### src/rtl/branch_ctrl.sv
// Conditional-branch sequencer: captures ir/pc on start, drives the condition flip-flop,
// then resolves the PC load. Define BRANCH_STATS_EN to enable the saturating branch/taken counters.
//   state   | meaning
//   IDLE    | waiting for start, captured fields held on reg_sel/c2/pc_next
//   EVAL    | Ra on bus, condition flip-flop latches at end of cycle
//   RESOLVE | cond_in sampled, done pulse, pc_load when taken
module branch_ctrl #(
  parameter int DISP_W = 19
) (
  input  logic        clock,
  input  logic        clear,
  input  logic        start,
  input  logic [31:0] ir,
  input  logic [31:0] pc_in,
  input  logic        cond_in,
  input  logic        stats_clr,
  output logic        busy,
  output logic [3:0]  reg_sel,
  output logic        reg_out,
  output logic [1:0]  c2,
  output logic        con_in,
  output logic        pc_load,
  output logic [31:0] pc_next,
  output logic        done,
  output logic        taken,
  output logic [15:0] branch_count,
  output logic [15:0] taken_count
);

  typedef enum logic [1:0] {IDLE = 2'd0, EVAL = 2'd1, RESOLVE = 2'd2} state_e;

  state_e              state_q, state_d;
  logic [3:0]          ra_q, ra_d;
  logic [1:0]          cc_q, cc_d;
  logic [DISP_W-1:0]   disp_q, disp_d;
  logic [31:0]         pc_q, pc_d;
  logic                taken_q, taken_d;

  logic unused_ir;
  assign unused_ir = ^{ir[31:27], ir[22:21]};

  always_ff @(posedge clock or posedge clear) begin
    if (clear) begin
      state_q <= IDLE;
      ra_q    <= '0;
      cc_q    <= '0;
      disp_q  <= '0;
      pc_q    <= '0;
      taken_q <= 1'b0;
    end else begin
      state_q <= state_d;
      ra_q    <= ra_d;
      cc_q    <= cc_d;
      disp_q  <= disp_d;
      pc_q    <= pc_d;
      taken_q <= taken_d;
    end
  end

  always_comb begin
    state_d = state_q;
    case (state_q)
      IDLE:    if (start) state_d = EVAL;
      EVAL:    state_d = RESOLVE;
      RESOLVE: state_d = IDLE;
      default: state_d = IDLE;
    endcase
  end

  // Capture only from IDLE; start while busy or on the RESOLVE->IDLE edge is dropped.
  always_comb begin
    ra_d    = ra_q;
    cc_d    = cc_q;
    disp_d  = disp_q;
    pc_d    = pc_q;
    taken_d = taken_q;
    if (state_q == IDLE && start) begin
      ra_d   = ir[26:23];
      cc_d   = ir[20:19];
      disp_d = ir[DISP_W-1:0];
      pc_d   = pc_in;
    end
    if (state_q == RESOLVE) taken_d = cond_in;
  end

  always_comb begin
    busy    = (state_q != IDLE);
    reg_out = (state_q == EVAL);
    con_in  = (state_q == EVAL);
    done    = (state_q == RESOLVE);
    pc_load = (state_q == RESOLVE) && cond_in;
    taken   = (state_q == RESOLVE) ? cond_in : taken_q;
  end

  assign reg_sel = ra_q;
  assign c2      = cc_q;
  assign pc_next = pc_q + {{(32-DISP_W){disp_q[DISP_W-1]}}, disp_q};

`ifdef BRANCH_STATS_EN
  logic [15:0] bcnt_q, bcnt_d;
  logic [15:0] tcnt_q, tcnt_d;

  always_ff @(posedge clock or posedge clear) begin
    if (clear) begin
      bcnt_q <= '0;
      tcnt_q <= '0;
    end else begin
      bcnt_q <= bcnt_d;
      tcnt_q <= tcnt_d;
    end
  end

  // stats_clr wins over a same-cycle increment; counters stick at all-ones.
  always_comb begin
    bcnt_d = bcnt_q;
    tcnt_d = tcnt_q;
    if (stats_clr) begin
      bcnt_d = '0;
      tcnt_d = '0;
    end else if (done) begin
      if (bcnt_q != 16'hFFFF) bcnt_d = bcnt_q + 16'd1;
      if (cond_in && tcnt_q != 16'hFFFF) tcnt_d = tcnt_q + 16'd1;
    end
  end

  assign branch_count = bcnt_q;
  assign taken_count  = tcnt_q;
`else
  logic unused_stats;
  assign unused_stats = stats_clr;
  assign branch_count = '0;
  assign taken_count  = '0;
`endif

endmodule

### config.mk
export PLATFORM = sky130hd
export DESIGN_NAME = branch_ctrl
export DESIGN_NICKNAME = d
export VERILOG_FILES = /design/src/rtl/branch_ctrl.sv
export SDC_FILE = /design/constraint.sdc
export NUM_CORES = 1
export LEC_CHECK = 0
export ABC_AREA = 1
export CAP_MARGIN = 30
export CORE_UTILIZATION = 40
export DETAILED_ROUTE_END_ITERATION = 8
export PLACE_DENSITY = 0.7
export SETUP_SLACK_MARGIN = 0.05
export SLEW_MARGIN = 20
export SYNTH_ARGS = -nofsm -noshare
export SYNTH_HDL_FRONTEND = slang
export SYNTH_SLANG_ARGS = --single-unit
### constraint.sdc
create_clock -name clock -period 4.74 [get_ports clock]
set_clock_uncertainty 0.15 [all_clocks]
set_input_delay 0.711 -clock clock [delete_from_list [all_inputs] [get_ports clock]]
set_output_delay 0.711 -clock clock [all_outputs]
set_load 0.005 [all_outputs]
==> metrics.md <==
| Metric | Value |
|---|---|
| Diode count | `0` |
| Final non-filler cell total | `1038` |
| Post-CTS Setup Bufs | `0` |
| Fmax achieved | `256.4 MHz` |
| Hold path start | `reg_sel[3]` |
| Critical path arrival | `3.04 ns` |
| Global-route wire length before repair | `20430 um` |
| Clk sinks | `60` |
| Hold Buf Count CTS | `0` |
| Die area | `0.01265 mm^2` |
| Via/cell ratio | `4.439` |
| DR pass1 iterations | `5` |
| Core ar. | `0.01166 mm^2` |
| Finished Core Util | `53.81%` |
| Flops & latches, synth | `60` |
| Final hold vios | `0` |
| DRC viols | `0` |
| Clock tree buffer depth | `2` |
| GRT Total Usage | `20.14%` |
| End of the worst hold path | `reg_sel[3]` |
| Ports | `145` |
| HP Class | `reg2reg` |
| PostCTS Resize Cnt | `0` |
| Worst r2r src | `state_q[1]` |
| Finish-stage setup viols | `0` |
| Tmin final | `3.899 ns` |
| RSZ-0062 raised after global routing | `false` |
| Number of port buffers | `104` |
| Initial Util | `41.87%` |
| Yosys warns | `0` |
| Nets | `991` |
| Global route overflow | `0` |
| Count of pins over their slew limit | `0` |
| Setup_tns | `0 ns` |
| Largest net degree at the start of global routing | `59` |
| Final WS setup | `0.8405 ns` |
| Measured slew at the worst slew-check pin | `0.6982 ns` |
| R2R Path End | `pc_q[2]` |
| Die Wd | `112.5 um` |
| GPL Wtd Cong | `0.9052` |
| CTS tree | `yes` |
| Status | `finished clean` |
| CP startpoint kind | `register` |
| Total power | `3.326 mW` |
| Average wire per standard cell | `11.36 um` |
| Post-synthesis area per instance | `6.213 um^2` |
| Placed Area | `0.005931 mm^2` |
| Area leader, netlist | `dfrtp_1` |
| Vias | `4608` |
| Initial drt markers | `250` |
| Number of global-route vias before repair | `4422` |
| Clk root buf | `clkbuf_16` |
| Pre-CTS setup slack | `1.296 ns` |
| Max IR drop VDD | `290.4 uV` |
| Initial antenna violation count | `0` |
| Worst Hold Slack | `0.3251 ns` |
| LEAKAGE | `3.696 nW` |
| Hold path depth | `2` |
| Max cap viols | `0` |
| Placed insts | `1021` |
| Post-Syn Area | `0.004883 mm^2` |
| Most area-consuming cells after synthesis | `dfrtp_1 31%, nand2_1 30%, inv_1 8.9%, ha_1 7.9%, buf_4 5.2%` |
| Clk slew on worst S/H paths | `0.06 ns` |
| H-tree depth | `3` |
| Worst r2r path cells | `6` |
| CP Class | `reg2out` |
| Std-Cell Rows | `39` |
| R2R Setup Slk | `3.06 ns` |
| Worst rel slew slack | `53.45%` |
| Chip height | `112.5 um` |
| Share of cells above drive strength 1 | `4.916%` |
| Worst path required time | `3.88 ns` |
| Post-DP HPWL | `9098 um` |
| Clk Latency, worst-skew pair | `0.32 ns` |
| Final instance area | `0.006276 mm^2` |
| DRT Wirelength | `11790 um` |
| Crit share post-route | `82.27%` |
| Seq/Total Area, Yosys | `30.75%` |
| Routed Antenna Nets | `0` |
| Crit path capture type | `output pin` |
| Pwr/cell area | `529.9 mW/mm^2` |
| Critical Path Fanout Max | `15` |
| Post-synth cell types | `26` |
| Synth top area share | `30.75%` |
| Num CTS Buffers | `9` |
| Synth Instances | `786` |
| P&R area growth vs syn | `28.52%` |
## registers in the layout, indices dropped and copies added (netlist names)
signal / flops
c2: 2
pc_q: 32
reg_sel: 4
taken_q: 1
disp_q: 19
state_q: 2
## cells in the final DEF (no fill, tap or decap)
master / netlist / routed
nor2_1: 44 / 44
ha_1: 31 / 31
clkdlybuf4s50_1: 0 / 104
clkinv_4: 0 / 1
a21o_1: 1 / 1
clkbuf_16: 0 / 9
a21oi_1: 19 / 19
xor2_1: 14 / 14
nor3_1: 3 / 3
a21oi_2: 1 / 1
clkinv_2: 0 / 1
or2_1: 1 / 1
clkinvlp_4: 0 / 2
inv_1: 116 / 115
nand2_2: 15 / 16
o21bai_1: 2 / 2
nor2_2: 1 / 1
xnor2_1: 2 / 2
buf_16: 0 / 1
nand2_1: 393 / 392
inv_2: 3 / 4
clkbuf_1: 3 / 1
o21ai_0: 1 / 1
conb_1: 1 / 32
buf_4: 34 / 2
fa_1: 1 / 1
nand3_2: 2 / 2
bufinv_16: 0 / 2
nand3_1: 25 / 25
nor3_2: 2 / 2
nand4_1: 3 / 3
dfrtp_1: 60 / 60
## area by class of cell
class | count | area [um^2]
fillers | 1184 | 5386
clock inverters | 6 | 88.84
repair buffers | 107 | 1084
clock buffers | 10 | 229.0
flip-flops and latches | 60 | 1501
multi-input cells | 593 | 2748
well taps | 143 | 178.9
inverters | 119 | 446.7
## worst max-delay path: stages (launching register included)
cell,delay [ns]
dfrtp_1,0.79
ha_1,0.42
a21oi_1,0.22
nand2_1,0.11
nand2_1,0.07
nand2_1,0.06
a21oi_1,0.30
nand3_1,0.12
nand2_1,0.11
clkdlybuf4s50_1,0.50
## worst max path at each step
stage / to / slack, ns / startpoint / cells past startpoint
2_1_floorplan: pc_next[28] / 2.19 / disp_q[0] / 12
3_3_place_gp: pc_next[31] / 1.32 / disp_q[18] / 11
3_5_place_dp: pc_next[31] / 1.30 / disp_q[18] / 11
4_1_cts: pc_next[31] / 0.94 / disp_q[18] / 9
5_1_grt: pc_next[31] / 0.67 / disp_q[18] / 9
6_report: pc_next[31] / 0.84 / disp_q[18] / 9
## per-layer routing
layer / wire, um / GRT usage [%] / vias to the layer above
li1: - / - / 2485
met1: 5965 / 28.13 / 1967
met2: 4967 / 31.59 / 141
met3: 649 / 3.564 / 15
met4: 206 / 6.400 / 0
met5: 0 / 0 / -
## Yosys cell counts
cell type,number
or2_1,1
a21o_1,1
nor3_1,3
ha_1,31
dfrtp_1,60
fa_1,1
inv_1,116
xnor2_1,2
nand2_2,15
nor2_1,44
o21bai_1,2
nor3_2,2
buf_4,34
nand3_2,2
inv_2,3
nand2_1,393
conb_1,1
nor2_2,1
nand3_1,25
nand4_1,3
buf_2,8
clkbuf_1,3
o21ai_0,1
a21oi_1,19
a21oi_2,1
xor2_1,14
## power breakdown
part | internal [mW] | total (mW) | switching (mW)
clock network | 0.460 | 0.709 | 0.249
logic | 0.884 | 1.89 | 1.01
registers | 0.634 | 0.723 | 0.0890
total | 1.98 | 3.33 | 1.35
## cells by family after synthesis
group | after synthesis | synth area share, %
simple gates | 489 | 39.84
buf+inv | 164 | 15.42
flops | 60 | 30.75
fa+ha+maj | 32 | 8.353
compound gates | 24 | 2.690
xor+xnor | 16 | 2.870
other cells | 1 | 0.07679
Note: power is estimated with default switching activity, not from simulation.
==> RTL edit: new RTL, same flow settings <==
`DISP_W`: 19 -> 23.
--- a/src/rtl/branch_ctrl.sv
+++ b/src/rtl/branch_ctrl.sv
@@ -7,3 +7,3 @@
 module branch_ctrl #(
-  parameter int DISP_W = 19
+  parameter int DISP_W = 23
 ) (
Behaviour: not the same (a bounded check fails within 4 cycles, from zero or initial values).
==> RTL edit against the unedited design <==
Synthesized area rose by 2.0%. Total power rose by 5.1%. Fmax up 7.4%. Critical path depth rose by 3. Synthesized cell count grew 1.3%. Cell area grew 2.9%. Wire length is 2.7% higher. Via count grew 1.1%. Worst setup slack improved by 0.27 ns. Sequential cell count grew 2. Largest cell class unchanged.
==> RTL edit: results (changes against the unedited design) <==
| Metric | Value |
|---|---|
| Share of layout cells above drive strength 1 | `5.41% (+0.50 points)` |
| Port bufs | `106 (+1.9%)` |
| First-pass GRT wire length | `20,700 um (+1.5%)` |
| Largest net degree at the start of global routing | `61 (+3.4%)` |
| Outcome | `complete, no violations` |
| Register area | `1550 um^2 (+3.3%)` |
| Initial antenna violation count | `0 (unchanged)` |
| DR vias | `4,660 (+1.1%)` |
| DP Worst Slack | `1.47 ns (+0.177 ns)` |
| Yosys cell types | `27 (+3.8%)` |
| LEAKAGE | `3.77 nW (+2.1%)` |
| DR pass1 iterations | `4 (-1)` |
| Most common library cells after synthesis | `nand2_1, inv_1, dfrtp_1` |
| Routability Congestion | `0.876 (-3.2%)` |
| CTS Sinks | `62 (+3.3%)` |
| Average routed wire per standard cell | `11.3 um (-0.69%)` |
| Beginning of the critical path | `disp_q[0]` |
| Adder-Cell Fraction of Synth Area | `8.19% (-0.16 points)` |
| Signal buffers | `109 (+1.9%)` |
| Area contributors post-synth | `dfrtp_1, nand2_1, inv_1` |
| Peak VDD IR | `0.246 mV (-15%)` |
| Xor/xnor cell area share of the yosys netlist | `2.81% (-0.056 points)` |
| Slew at the pin closest to its max-slew limit | `0.630 ns (-0.0683 ns)` |
| Final-layout non-clock buffer area share | `17.0% (-0.29 points)` |
| Non-filler instance count after layout | `1,073 (+3.4%)` |
| Post-synthesis sequential area ratio | `31.2% (+0.41 points)` |
| Compound-Gate Fraction of Synth Area | `2.64% (-0.052 points)` |
| Clock buffers and inverters, area share | `5.74% (+0.67 points)` |
| Area delta synth->final | `29.7%` |
| Multi-input comb cells | `599 (+1.0%)` |
| Crit path max fanout | `4 (-11)` |
| Syn Area/Cell | `6.26 um^2 (+0.69%)` |
| Detailed placement HPWL | `9390 um (+3.2%)` |
| Gates resized, CTS repair | `0 (unchanged)` |
| Multi-input logic portion of the cell area | `43.1% (-0.69 points)` |
| Hold path startpoint | `reg_sel[0]` |
| Largest register FFs | `32 (unchanged)` |
| Clkbuf count | `9 (-1)` |
| Gr usage total | `20.3% (+0.16 points)` |
| Clock slew at reported path FFs | `0.06 ns (about the same)` |
| Die W | `114 um (+0.96%)` |
| Number of global-route vias before repair | `4,441 (+0.43%)` |
| 1st-iter DRT viols | `189 (-24%)` |
| Post-layout nets | `1,001 (+1.0%)` |
| Filler cells | `1,251 (+5.7%)` |
| Switch Pwr | `1.38 mW (+2.4%)` |
| Cell Area, Placed | `6070 um^2 (+2.3%)` |
| Crit path DAT | `2.77 ns (-0.27 ns)` |
RTL edit: per-layer routing:
layer	wire length [um]	vias to the layer above	track usage, %
met5	0	-	0
met4	216	0	6.93
met3	564	15	3.83
met2	5300	107	32.4
met1	6020	2018	27.6
li1	-	2520	-
RTL edit: cells by family (layout without fill, tap and decap cells):
| kind of cell | Yosys count | count (layout) |
|---|---|---|
| AO/OA/AOI/OAI | 24 | 24 |
| adder cells (fa/ha/maj) | 32 | 32 |
| buffers and inverters | 166 | 244 |
| flip-flops | 62 | 62 |
| XOR/XNOR | 16 | 16 |
| AND/OR/NAND/NOR | 495 | 495 |
| other | 1 | 32 |
RTL edit: power by group through the flow:
stage | clock [mW] | sequential, mW | combinational, mW
3_5_place_dp | 0 | 0.750 | 1.92
2_1_floorplan | 0 | 0.726 | 1.14
5_1_grt | 0.874 | 0.761 | 2.15
4_1_cts | 0.846 | 0.743 | 1.93
3_3_place_gp | 0 | 0.748 | 1.90
6_report | 0.833 | 0.742 | 1.92
RTL edit: final timing paths:
kind | to | slack [ns] | depth (start not counted)
setup / recovery | pc_next[20] | 1.11 | 12
hold / removal | reg_sel[0] | 0.33 | 2
setup reg to reg | disp_q[21] | 2.65 | 7
hold reg to reg | reg_sel[0] | 0.33 | 2
max in group asynchronous | c2[0] | 2.95 | 3
min in group asynchronous | disp_q[9] | 0.63 | 2
RTL edit: worst max-delay path: stages (launching register included):
cell             delay (ns)
dfrtp_1                0.38
ha_1                   0.27
fa_1                   0.47
nand3_1                0.13
nand3_2                0.09
nand2_1                0.08
nand2_2                0.09
nand2_1                0.08
nand2_2                0.07
nand2_1                0.12
nand3_1                0.08
nand2_1                0.08
clkdlybuf4s50_1        0.49
